<file path="config.mk">
export PLATFORM = sky130hd
export DESIGN_NAME = ram_burst_master
export DESIGN_NICKNAME = d
export VERILOG_FILES = /design/src/rtl/ram_master_pkg.sv /design/src/rtl/ram_rd_buf.sv /design/src/rtl/ram_burst_master.sv
export SDC_FILE = /design/constraint.sdc
export NUM_CORES = 1
export LEC_CHECK = 0
export CORE_MARGIN = 10
export CORE_UTILIZATION = 25
export CTS_BUF_LIST = sky130_fd_sc_hd__clkbuf_8
export DETAILED_ROUTE_END_ITERATION = 6
export PLACE_DENSITY = 0.52
export SETUP_SLACK_MARGIN = 0.3
export SLEW_MARGIN = 20
export SYNTH_ARGS = -nofsm -noshare
export SYNTH_HDL_FRONTEND = slang
export SYNTH_HIERARCHICAL = 1
export SYNTH_SLANG_ARGS = --single-unit
</file>
<file path="constraint.sdc">
create_clock -name clock -period 2.4 [get_ports clock]
set_input_delay 0.48 -clock clock [delete_from_list [all_inputs] [get_ports clock]]
set_output_delay 0.48 -clock clock [all_outputs]
set_load 0.01 [all_outputs]
</file>
<file path="src/rtl/ram_master_pkg.sv">
// Shared definitions for the RAM burst master: command opcodes, FSM states
// and default address/data widths.
package ram_master_pkg;

    localparam int unsigned DefaultAddrW = 8;
    localparam int unsigned DefaultDataW = 8;
    localparam int unsigned LenW         = 8;

    typedef enum logic [1:0] {
        OpWrite   = 2'b00,
        OpRead    = 2'b01,
        OpFill    = 2'b10,
        OpIllegal = 2'b11
    } op_e;

    typedef enum logic [1:0] {
        StIdle,
        StWrite,
        StRead,
        StFill
    } state_e;

endpackage

</file>
<file path="src/rtl/ram_rd_buf.sv">
// Single-entry read output register: holds one RAM read beat plus its
// last flag until the consumer takes it with rdata_ready.
module ram_rd_buf
    import ram_master_pkg::*;
#(
    parameter int unsigned DATA_W = DefaultDataW
) (
    input  logic              clock,
    input  logic              reset_n,
    input  logic              load,
    input  logic [DATA_W-1:0] load_data,
    input  logic              load_last,
    output logic              can_load,
    output logic              rdata_valid,
    input  logic              rdata_ready,
    output logic [DATA_W-1:0] rdata,
    output logic              rdata_last
);

    logic              valid_q;
    logic              last_q;
    logic [DATA_W-1:0] data_q;

    always_ff @(posedge clock or negedge reset_n) begin
        if (!reset_n) begin
            valid_q <= 1'b0;
            last_q  <= 1'b0;
            data_q  <= '0;
        end else if (load) begin
            valid_q <= 1'b1;
            last_q  <= load_last;
            data_q  <= load_data;
        end else if (rdata_ready) begin
            valid_q <= 1'b0;
            last_q  <= 1'b0;
        end
    end

    // A new beat may enter while the current one is being drained.
    assign can_load    = !valid_q || rdata_ready;
    assign rdata_valid = valid_q;
    assign rdata       = data_q;
    assign rdata_last  = last_q;

endmodule

</file>
<file path="src/rtl/ram_burst_master.sv">
// Command-driven burst master for a single-port RAM (write, read, fill).
// The fill op is compiled in only when RAM_BURST_MASTER_FILL_EN is defined.
module ram_burst_master
    import ram_master_pkg::*;
#(
    parameter int unsigned ADDR_W = DefaultAddrW,
    parameter int unsigned DATA_W = DefaultDataW
) (
    input  logic              clock,
    input  logic              reset_n,
    input  logic              cmd_valid,
    output logic              cmd_ready,
    input  logic [1:0]        cmd_op,
    input  logic [ADDR_W-1:0] cmd_addr,
    input  logic [LenW-1:0]   cmd_len,
    input  logic [DATA_W-1:0] cmd_fill_val,
    input  logic              wdata_valid,
    output logic              wdata_ready,
    input  logic [DATA_W-1:0] wdata,
    output logic              rdata_valid,
    input  logic              rdata_ready,
    output logic [DATA_W-1:0] rdata,
    output logic              rdata_last,
    output logic              rd_ram,
    output logic              wr_ram,
    output logic [ADDR_W-1:0] ram_addr,
    output logic [DATA_W-1:0] data_in_ram,
    input  logic [DATA_W-1:0] data_out_ram,
    output logic              busy,
    output logic              done,
    output logic              err
);

    state_e            state_q, state_d;
    logic [ADDR_W-1:0] addr_q, addr_d;
    logic [LenW-1:0]   cnt_q, cnt_d;
    logic              done_q, done_d;
    logic              err_q, err_d;
    logic              beat;
    logic              last_beat;
    logic              buf_load;
    logic              buf_can_load;
    op_e               op;

    assign op        = op_e'(cmd_op);
    assign last_beat = (cnt_q == '0);

`ifdef RAM_BURST_MASTER_FILL_EN
    logic [DATA_W-1:0] fill_q, fill_d;

    always_ff @(posedge clock or negedge reset_n) begin
        if (!reset_n) begin
            fill_q <= '0;
        end else begin
            fill_q <= fill_d;
        end
    end
`else
    logic unused_fill_val;
    assign unused_fill_val = ^cmd_fill_val;
`endif

    always_ff @(posedge clock or negedge reset_n) begin
        if (!reset_n) begin
            state_q <= StIdle;
            addr_q  <= '0;
            cnt_q   <= '0;
            done_q  <= 1'b0;
            err_q   <= 1'b0;
        end else begin
            state_q <= state_d;
            addr_q  <= addr_d;
            cnt_q   <= cnt_d;
            done_q  <= done_d;
            err_q   <= err_d;
        end
    end

    always_comb begin
        state_d     = state_q;
        addr_d      = addr_q;
        cnt_d       = cnt_q;
        done_d      = 1'b0;
        err_d       = 1'b0;
        beat        = 1'b0;
        buf_load    = 1'b0;
        cmd_ready   = 1'b0;
        wdata_ready = 1'b0;
        rd_ram      = 1'b0;
        wr_ram      = 1'b0;
        ram_addr    = '0;
        data_in_ram = '0;
`ifdef RAM_BURST_MASTER_FILL_EN
        fill_d      = fill_q;
`endif

        unique case (state_q)
            StIdle: begin
                cmd_ready = 1'b1;
                if (cmd_valid) begin
                    addr_d = cmd_addr;
                    cnt_d  = cmd_len;
                    case (op)
                        OpWrite: state_d = StWrite;
                        OpRead:  state_d = StRead;
`ifdef RAM_BURST_MASTER_FILL_EN
                        OpFill: begin
                            state_d = StFill;
                            fill_d  = cmd_fill_val;
                        end
`endif
                        // Illegal (and fill when not built in): pulse err, stay idle.
                        default: err_d = 1'b1;
                    endcase
                end
            end
            StWrite: begin
                wdata_ready = 1'b1;
                wr_ram      = wdata_valid;
                ram_addr    = addr_q;
                data_in_ram = wdata;
                beat        = wdata_valid;
            end
            StRead: begin
                rd_ram   = buf_can_load;
                ram_addr = addr_q;
                buf_load = buf_can_load;
                beat     = buf_can_load;
            end
`ifdef RAM_BURST_MASTER_FILL_EN
            StFill: begin
                wr_ram      = 1'b1;
                ram_addr    = addr_q;
                data_in_ram = fill_q;
                beat        = 1'b1;
            end
`endif
            default: state_d = StIdle;
        endcase

        // Address wraps naturally at the top of the RAM.
        if (beat) begin
            if (last_beat) begin
                state_d = StIdle;
                done_d  = 1'b1;
            end else begin
                addr_d = addr_q + ADDR_W'(1);
                cnt_d  = cnt_q - LenW'(1);
            end
        end
    end

    ram_rd_buf #(
        .DATA_W(DATA_W)
    ) u_rd_buf (
        .clock       (clock),
        .reset_n     (reset_n),
        .load        (buf_load),
        .load_data   (data_out_ram),
        .load_last   (last_beat),
        .can_load    (buf_can_load),
        .rdata_valid (rdata_valid),
        .rdata_ready (rdata_ready),
        .rdata       (rdata),
        .rdata_last  (rdata_last)
    );

    assign busy = (state_q != StIdle);
    assign done = done_q;
    assign err  = err_q;

endmodule

</file>
==> metrics.txt, run 1 <==
# placed instances=352; chip height=104 µm; Area contributors post-synth=dfrtp_1, nand3_1, and2_1, mux2_4, ha_1; CTS Buffer Depth=2; max-slew violation count=0; Yosys reg bits=30; fin cells=369; I/O Buffers=71; Worst setup EP type=output pin; Tightest Pin Transition=0.437 ns; Worst Path Max Fanout=9; Tmin final=about 2.0 ns; R2R Path End=addr_q[4]$_DFF_PN0_; io pins=80; P per Cell Area=1180 nW/µm²; Yosys top cell area share=0.426; count leader, synth=dfrtp_1; largest net degree at the start of global routing=31; vias in the first global route=between 1.5k and 2k; DR iter-0 viols=43; DP Area=2630 µm²; Critical Path RT=1.92 ns; WL final=5430 µm; crit path capture=wdata_ready; WL per Instance=14.7 µm; Fin. Hold Viols=0; TritonCTS clock tree=built; reg2reg setup slack=0.40 ns; global-route wire length before repair=around 9300 µm; CTS Root Cell=clkbuf_8; layout cells sized above 1=0.158; global route overflow=0; crit path DAT=1.55 ns; Synth area leader=dfrtp_1; CP startpoint=state_q[1]$_DFF_PN0_; Tot GR Track Use=0.102; DIE AREA=between 10,000 and 15,000 µm²; DRC=0; Sink Count=30; Syn Area/Cell=~9.5 µm²; leakage=1.30 nW; RSZ-0062 raised after global routing=false; pre-CTS WS=0.0887 ns; startpoint class of the critical path=register; clock skew=0.00399 ns; # hold bufs at CTS=0; Worst VDD drop=0.432 mV; Core Footprint=6830 µm²; Syn Nets=around 240; fmax=493 MHz; cts bufs inserted=5; Synth top cells by count=dfrtp_1, nand3_1, and2_1; critical setup path kind=reg -> out; Design Area, Final=2820 µm²; clock transition at the registers of the reported paths=0.06 ns; num rows=30; routed vias/inst=4.59; worst r2r src=state_q[1]$_DFF_PN0_; H-tree levels=2; Starting Density=0.258; gpl congestion=approximately 0.76; Layout area overhead=60.1%; fillers=706; DP Wirelength=4110 µm; Max-cap violations=0; vias post-DR=between 1.5k and 2k; chip width=104 µm; slack of the critical path=roughly 0.37 ns; slew margin rel.=0.707; number of antenna violations at the first check in global routing=0; status=complete, no violations; final antenna-violating net count=0; EDFF count, synth=0; Final setup viols=0; Yosys warnings=6; FFs w/ async S/R, synth=1.00; Hold Crit Class=reg -> reg; First-pass DRT Iterations=4; mapped cell area=about 1800 µm²; Final TNS setup=0 ns; # nets final=324; Mapped Cells=185; Period Utilization, post-route=0.846; R2R depth=8; Main synth FF type=dfrtp_1; Clk Latency, worst-skew pair=about 0.27 ns; Seq/Total Area, Yosys=0.426; Cell variety after synth=37; diodes inserted=0
## routing by layer
metal,up-vias,GRT usage,routed length [µm]
met2,50,0.168,2610
li1,839,-,-
met3,4,0.0341,308
met4,0,0.0338,59
met1,799,0.121,2450
met5,-,0,0
## placed cells by master, fill, tap and decap left out, types with 2 or more instances in the layout
cell,n
clkdlybuf4s50_1,53
dfrtp_1,30
nand3_1,29
and2_1,20
buf_4,15
nand2_1,11
dlygate4sd2_1,10
nor2_1,9
nand4_1,9
or3_1,8
dlymetal6s2s_1,7
mux2_4,7
inv_1,6
o21ai_0,6
a21oi_1,6
clkbuf_8,6
ha_1,3
nor2b_1,2
nor3_1,2
nor4_1,2
a31oi_1,2
mux2_2,2
a211oi_1,2
nand2b_1,2
and3_1,2
ha_4,2
buf_12,2
## state kept, by name, summed over array words and instances (netlist names)
signal	count
addr_q	8
u_rd_buf/rdata_valid	1
err	1
done	1
u_rd_buf/rdata_last	1
state_q	2
u_rd_buf/rdata	8
cnt_q	8
## logic make-up after synthesis
| logic type | after synthesis | share of synthesized area |
|---|---|---|
| AOI/OAI and AO/OA | 24 | 0.0944 |
| adders and majority gates | 5 | 0.0355 |
| buffers and inverters | 14 | 0.0426 |
| DFF | 30 | 0.426 |
| muxes | 10 | 0.0781 |
| and+or+nand+nor | 102 | 0.324 |
## metrics by stage
stage | util | hold slack [ns] | power, mW
5_1_grt | 0.413 | 0.535 | 3.63
3_3_place_gp | 0.384 | 0.485 | 2.82
2_1_floorplan | - | 0.184 | 2.00
3_5_place_dp | 0.384 | 0.489 | 2.84
6_report | 0.413 | 0.502 | 3.32
4_1_cts | 0.403 | 0.505 | 3.34
## worst min path at each step
stage,start,to,slack [ns],cells past startpoint
after floorplan,reset_n,addr_q[0]$_DFF_PN0_,0.18,0
after global placement,u_rd_buf/rdata_last$_DFFE_PN0P_,u_rd_buf/rdata_last$_DFFE_PN0P_,0.49,1
after detailed placement,u_rd_buf/rdata_last$_DFFE_PN0P_,u_rd_buf/rdata_last$_DFFE_PN0P_,0.49,1
after CTS,u_rd_buf/rdata_last$_DFFE_PN0P_,u_rd_buf/rdata_last$_DFFE_PN0P_,0.51,1
after global routing,u_rd_buf/rdata[0]$_DFFE_PN0P_,u_rd_buf/rdata[0]$_DFFE_PN0P_,0.53,1
final,u_rd_buf/rdata_last$_DFFE_PN0P_,u_rd_buf/rdata_last$_DFFE_PN0P_,0.50,1
## worst max-delay path, stage by stage (launching register included)
cell	delay [ns]
dfrtp_1	0.42
inv_2	0.13
ha_4	0.18
clkdlybuf4s50_1	0.55
## power by group
part           switching (mW)  internal (mW)
sequential              0.245          0.740
clock                   0.181          0.227
combinational           0.858           1.07
total                    1.28           2.03
## what timing repair did
action | in CTS | in global routing
gates resized for setup | 16 | 9
setup buffers | 3 | 6
setup endpoints to repair | 28 | 19
pin swaps | 2 | 2
cloned | 0 | 0
## cell type report
cell class,instances,area (µm²),area share
Timing Repair Buffer,88,868,0.308
Clock inverter,2,8.76,0.00310
Multi-Input combinational cell,141,970,0.344
Sequential cell,30,751,0.266
Tap cell,96,120,0.0426
Inverter,6,22.5,0.00798
Clock buffer,6,82.6,0.0293
(Power assumes the default switching activity.)
==> run 2, diff against run 1 <==
Clock period 2.4 ns to 2.05 ns, I/O delays scaled along.
==> run 2 against run 1 <==
Against the previous run:
- clock-buffer cell count shrank 1
- sequential share of layout area decreased by 2.6 points
- routed wire length rose by 8.4%
- sequential power up 19%
- via count grew 5.1%
- clock skew up 0.00083 ns
- final cell count grew 6.0%
- register-to-register slack got worse by 0.26 ns
- critical endpoint is now addr_q[2]$_DFF_PN0_
- largest cell class unchanged
- highest routed layer unchanged
==> metrics.txt, run 2 (synthesized netlist as in run 1, its figures left out) <==
vias post-DR=between 1.5k and 2k; worst r2r src=state_q[1]$_DFF_PN0_; CP startpoint=state_q[1]$_DFF_PN0_; vias in the first global route=1,742; DP Area=2750 µm²; Critical Path RT=2.22 ns; Clk pwr share=0.096; leakage=about 1.4 nW; CTS Buffer Depth=2; combinational share of power=0.643; DP Wirelength=4270 µm; First-pass DRT Iterations=4; Hold Path Depth=1; P per Cell Area=1440 nW/µm²; Final Util=0.457; hold path startpoint=u_rd_buf/rdata_last$_DFFE_PN0P_; num rows=30; Starting Density=0.258; commonest non-fill, non-tap cell in the layout=clkdlybuf4s50_1; CTS Root Cell=clkbuf_8; Tot GR Track Use=0.100; gpl congestion=0.764; WL final=5880 µm; layout cells sized above 1=0.373; net switching power=1.74 mW; total power=4.48 mW; largest net degree at the start of global routing=31; Worst VDD drop=0.570 mV; fin cells=391; crit path DAT=2.08 ns; reg2reg setup slack=0.14 ns; Tmin final=1.91 ns; H-tree levels=2; # nets final=about 350; clock transition at the registers of the reported paths=approximately 0.06 ns; global-route wire length before repair=9000 µm; chip width=just over 100 µm; Period Utilization, post-route=0.933; # hold bufs at CTS=0; Sink Count=30; Sw Ratio=0.388; Layout area overhead=77.1%; Final setup viols=0; Worst setup EP type=register; Reg power frac=0.261; I/O Buffers=between 70 and 80; Clk Latency, worst-skew pair=~0.28 ns; Tightest Pin Transition=approximately 0.46 ns; Fin. Hold Viols=0; TritonCTS clock tree=built; Max-cap violations=0; number of antenna violations at the first check in global routing=0; Design Area, Final=between 3000 and 4000 µm²; startpoint class of the critical path=register; hold endpoint=u_rd_buf/rdata_last$_DFFE_PN0P_; Core Footprint=6830 µm²; cts bufs inserted=5; Final TNS setup=0 ns; hold slack=0.497 ns; chip height=104 µm; DR iter-0 viols=52; # placed instances=365; global route overflow=0; most frequent cells in the layout=clkdlybuf4s50_1, dfrtp_1, nand3_1, buf_4, buf_6; Int Power=2.75 mW; final antenna-violating net count=0; DIE AREA=10,800 µm²; R2R depth=8; routed vias/inst=4.55; critical setup path kind=reg -> reg; Hold Crit Class=reg -> reg; max-slew violation count=0; fmax=523 MHz; R2R Path End=addr_q[2]$_DFF_PN0_; io pins=80; WL per Instance=roughly 15 µm; slew margin rel.=0.690; pre-CTS WS=-0.110 ns; fillers=691; DRC=0; RSZ-0062 raised after global routing=true; Worst Path Max Fanout=4; status=complete, no violations; clock skew=0.00481 ns; diodes inserted=0; slack of the critical path=0.137 ns
==> run 2: worst max path at each step <==
stage | depth (start not counted) | to
after floorplan | 6 | addr_q[2]$_DFF_PN0_
after global placement | 4 | rd_ram
after detailed placement | 4 | rd_ram
after CTS | 8 | cnt_q[7]$_DFF_PN0_
after global routing | 8 | addr_q[2]$_DFF_PN0_
final | 8 | addr_q[2]$_DFF_PN0_
==> run 2: timing repair <==
| item | in CTS | in global routing |
|---|---|---|
| buffers inserted | 5 | 13 |
| cloned | 0 | 1 |
| pin swaps | 5 | 26 |
| resized for setup | 62 | 72 |
| endpoints found under the setup margin | 37 | 33 |
==> run 2: routing by layer <==
metal / share of wire / wire length, µm / GRT usage
met4: 0.0080 / 47 / 0.0298
met1: 0.45 / 2630 / 0.126
met5: 0 / 0 / 0
met3: 0.043 / 252 / 0.0328
met2: 0.50 / 2950 / 0.159
==> run 2: worst max-delay path, stage by stage, from the launching register on <==
cell     delay [ns]
dfrtp_1        0.40
inv_2          0.10
buf_6          0.11
ha_4           0.13
buf_6          0.10
a22oi_2        0.07
a211o_4        0.37
mux2_4         0.32
o221a_4        0.21
==> run 2: cell type report <==
cell class	count	area (µm²)	area share
inverter	6	22.5	0.00721
sequential	30	751	0.240
timing repair buffer	111	1060	0.339
multi-input combinational	141	1100	0.351
clock inverter	2	7.51	0.00240
tap	96	120	0.0385
clock buffer	5	68.8	0.0220
==> run 2: power groups by stage <==
stage / Clock [mW] / Combinational (mW) / Sequential [mW]
after floorplan: 0 / 1.27 / 1.15
after global placement: 0 / 2.36 / 1.16
after detailed placement: 0 / 2.38 / 1.17
after CTS: 0.444 / 2.38 / 1.16
after global routing: 0.468 / 3.12 / 1.22
final: 0.430 / 2.88 / 1.17
==> run 3, diff against run 2 <==
Settings changed: MAX_ROUTING_LAYER from default to met4, PLACE_DENSITY 0.52 to 0.5.
==> run 3 against run 2 <==
Against the previous run:
- combinational power up 5%
- die area unchanged
- critical path depth unchanged
- clock power up 77%
- core utilization up 0.95 points
- routed wire length up 1.9%
- worst hold slack better by 0.013 ns
- sequential cell count unchanged
- maximum frequency down 3.0%
- via count up 0.51%
- final area up 2.1%
- total power up 11%
- critical endpoint unchanged
==> metrics.txt, run 3 (synthesized netlist as in run 1, its figures left out) <==
io pins=80; DP Area=roughly 2700 µm²; startpoint class of the critical path=register; worst-path cell chain=inv_2, ha_4, buf_6, buf_6, inv_4, a211o_4, mux2_4, o221a_4; CP top delay family=compound AO/OA/AOI/OAI gates; Worst setup EP type=register; Worst Path Max Fanout=4; DIE AREA=around 11,000 µm²; slowest stage delay, CP=0.38 ns; vias in the first global route=1,790; Sink Count=30; RSZ-0062 raised after global routing=true; Worst VDD drop=about 0.69 mV; First-pass DRT Iterations=4; Tightest Pin Transition=about 0.45 ns; WL final=5990 µm; CP max-delay cell=dfrtp_1; most used cell, CP=buf_6; TritonCTS clock tree=built; M1 WL=~2800 µm; reg2reg setup slack=~0.08 ns; DR iter-0 viols=58; Final Util=0.467; critical setup path kind=reg -> reg; top layer in use=met4; routed vias/inst=4.60; Tot GR Track Use=0.110; fmax=around 510 MHz; number of antenna violations at the first check in global routing=0; WL per Instance=about 15 µm; Clk Latency, worst-skew pair=0.29 ns; crit path DAT=2.14 ns; Design Area, Final=between 3000 and 4000 µm²; final antenna-violating net count=0; Max-cap violations=0; slew margin rel.=0.700; Layout area overhead=80.8%; # nets final=344; Buf/Inv on CP=4; CTS Root Cell=clkbuf_8; commonest non-fill, non-tap cell in the layout=clkdlybuf4s50_1; chip width=104 µm; clock transition at the registers of the reported paths=approximately 0.070 ns; layout cells sized above 1=0.379; chip height=around 100 µm; clock skew=0.00839 ns; met2 wire len=2930 µm; status=complete, no violations; Fin. Hold Viols=0; global route overflow=0; hold slack=0.510 ns; vias post-DR=1,788; leakage=1.39 nW; metal3 WL=between 200 and 300 µm; Starting Density=0.258; DRC=0; gpl congestion=0.746; CTS Buffer Depth=2; Core Footprint=between 6000 and 7000 µm²; Hold Crit Class=reg -> reg; # hold bufs at CTS=0; DP Wirelength=4250 µm; num rows=30; global-route wire length before repair=roughly 9600 µm; cts bufs inserted=5; largest net degree at the start of global routing=31; Tmin final=1.97 ns; P per Cell Area=1560 nW/µm²; max-slew violation count=0; Final setup viols=0; Period Utilization, post-route=0.962; most frequent cells in the layout=clkdlybuf4s50_1, dfrtp_1, buf_6, nand3_1, buf_4; Critical Path RT=2.22 ns; I/O Buffers=71; diodes inserted=0; H-tree levels=2
-- run 3: changes by cell type in the layout (fill, tap and decap cells not counted), moves of 3 or more --
cell      before  now
clkbuf_2       4    0
buf_4         23   20
o21ai_0        1    5
buf_6         22   25
-- run 3: area by class of cell --
cell class / instances / area, µm²
inverters: 6 / 25.0
well taps: 96 / 120
flip-flops and latches: 30 / 752
fillers: 668 / 3640
repair buffers: 108 / 1070
clock inverters: 2 / 60.1
multi-input cells: 141 / 1080
clock buffers: 6 / 82.6
-- run 3: repair_timing --
item	4_1_cts	5_1_grt
cloned	0	1
resized for setup	89	47
endpoints found under the setup margin	36	38
buffers inserted	9	8
hold endpoints to repair	0	0
pin swaps	4	22
-- run 3: where the power goes --
group	internal, mW	leakage, nW	switching [mW]
clock network	0.519	0.0714	0.240
registers	0.868	0.365	0.312
logic	1.80	0.949	1.24
-- run 3: final timing paths --
kind / start / to / cells after the start
worst max register to register: state_q[0]$_DFF_PN0_ / addr_q[2]$_DFF_PN0_ / 8
min in group asynchronous: reset_n / u_rd_buf/rdata[3]$_DFFE_PN0P_ / 2
max in group asynchronous: reset_n / cnt_q[0]$_DFF_PN0_ / 2
worst max-delay path: state_q[0]$_DFF_PN0_ / addr_q[2]$_DFF_PN0_ / 8
worst min-delay path: u_rd_buf/rdata[6]$_DFFE_PN0P_ / u_rd_buf/rdata[6]$_DFFE_PN0P_ / 1
worst min register to register: u_rd_buf/rdata[6]$_DFFE_PN0P_ / u_rd_buf/rdata[6]$_DFFE_PN0P_ / 1
-- run 3: routing by layer --
metal | vias to the layer above | global-route usage
li1 | 881 | -
met1 | 856 | 0.138
met2 | 47 | 0.176
met3 | 4 | 0.0291
met4 | 0 | 0.0179
met5 | - | -
-- run 3: metrics by stage --
step	setup TNS (ns)	setup WS [ns]	cells	total power, mW
after global routing	0	0.0252	389	5.32
after CTS	0	0.109	380	4.45
after global placement	-0.547	-0.101	363	3.54
final	0	0.0782	389	4.97
after detailed placement	-0.707	-0.108	363	3.55
after floorplan	0	0.276	185	2.43
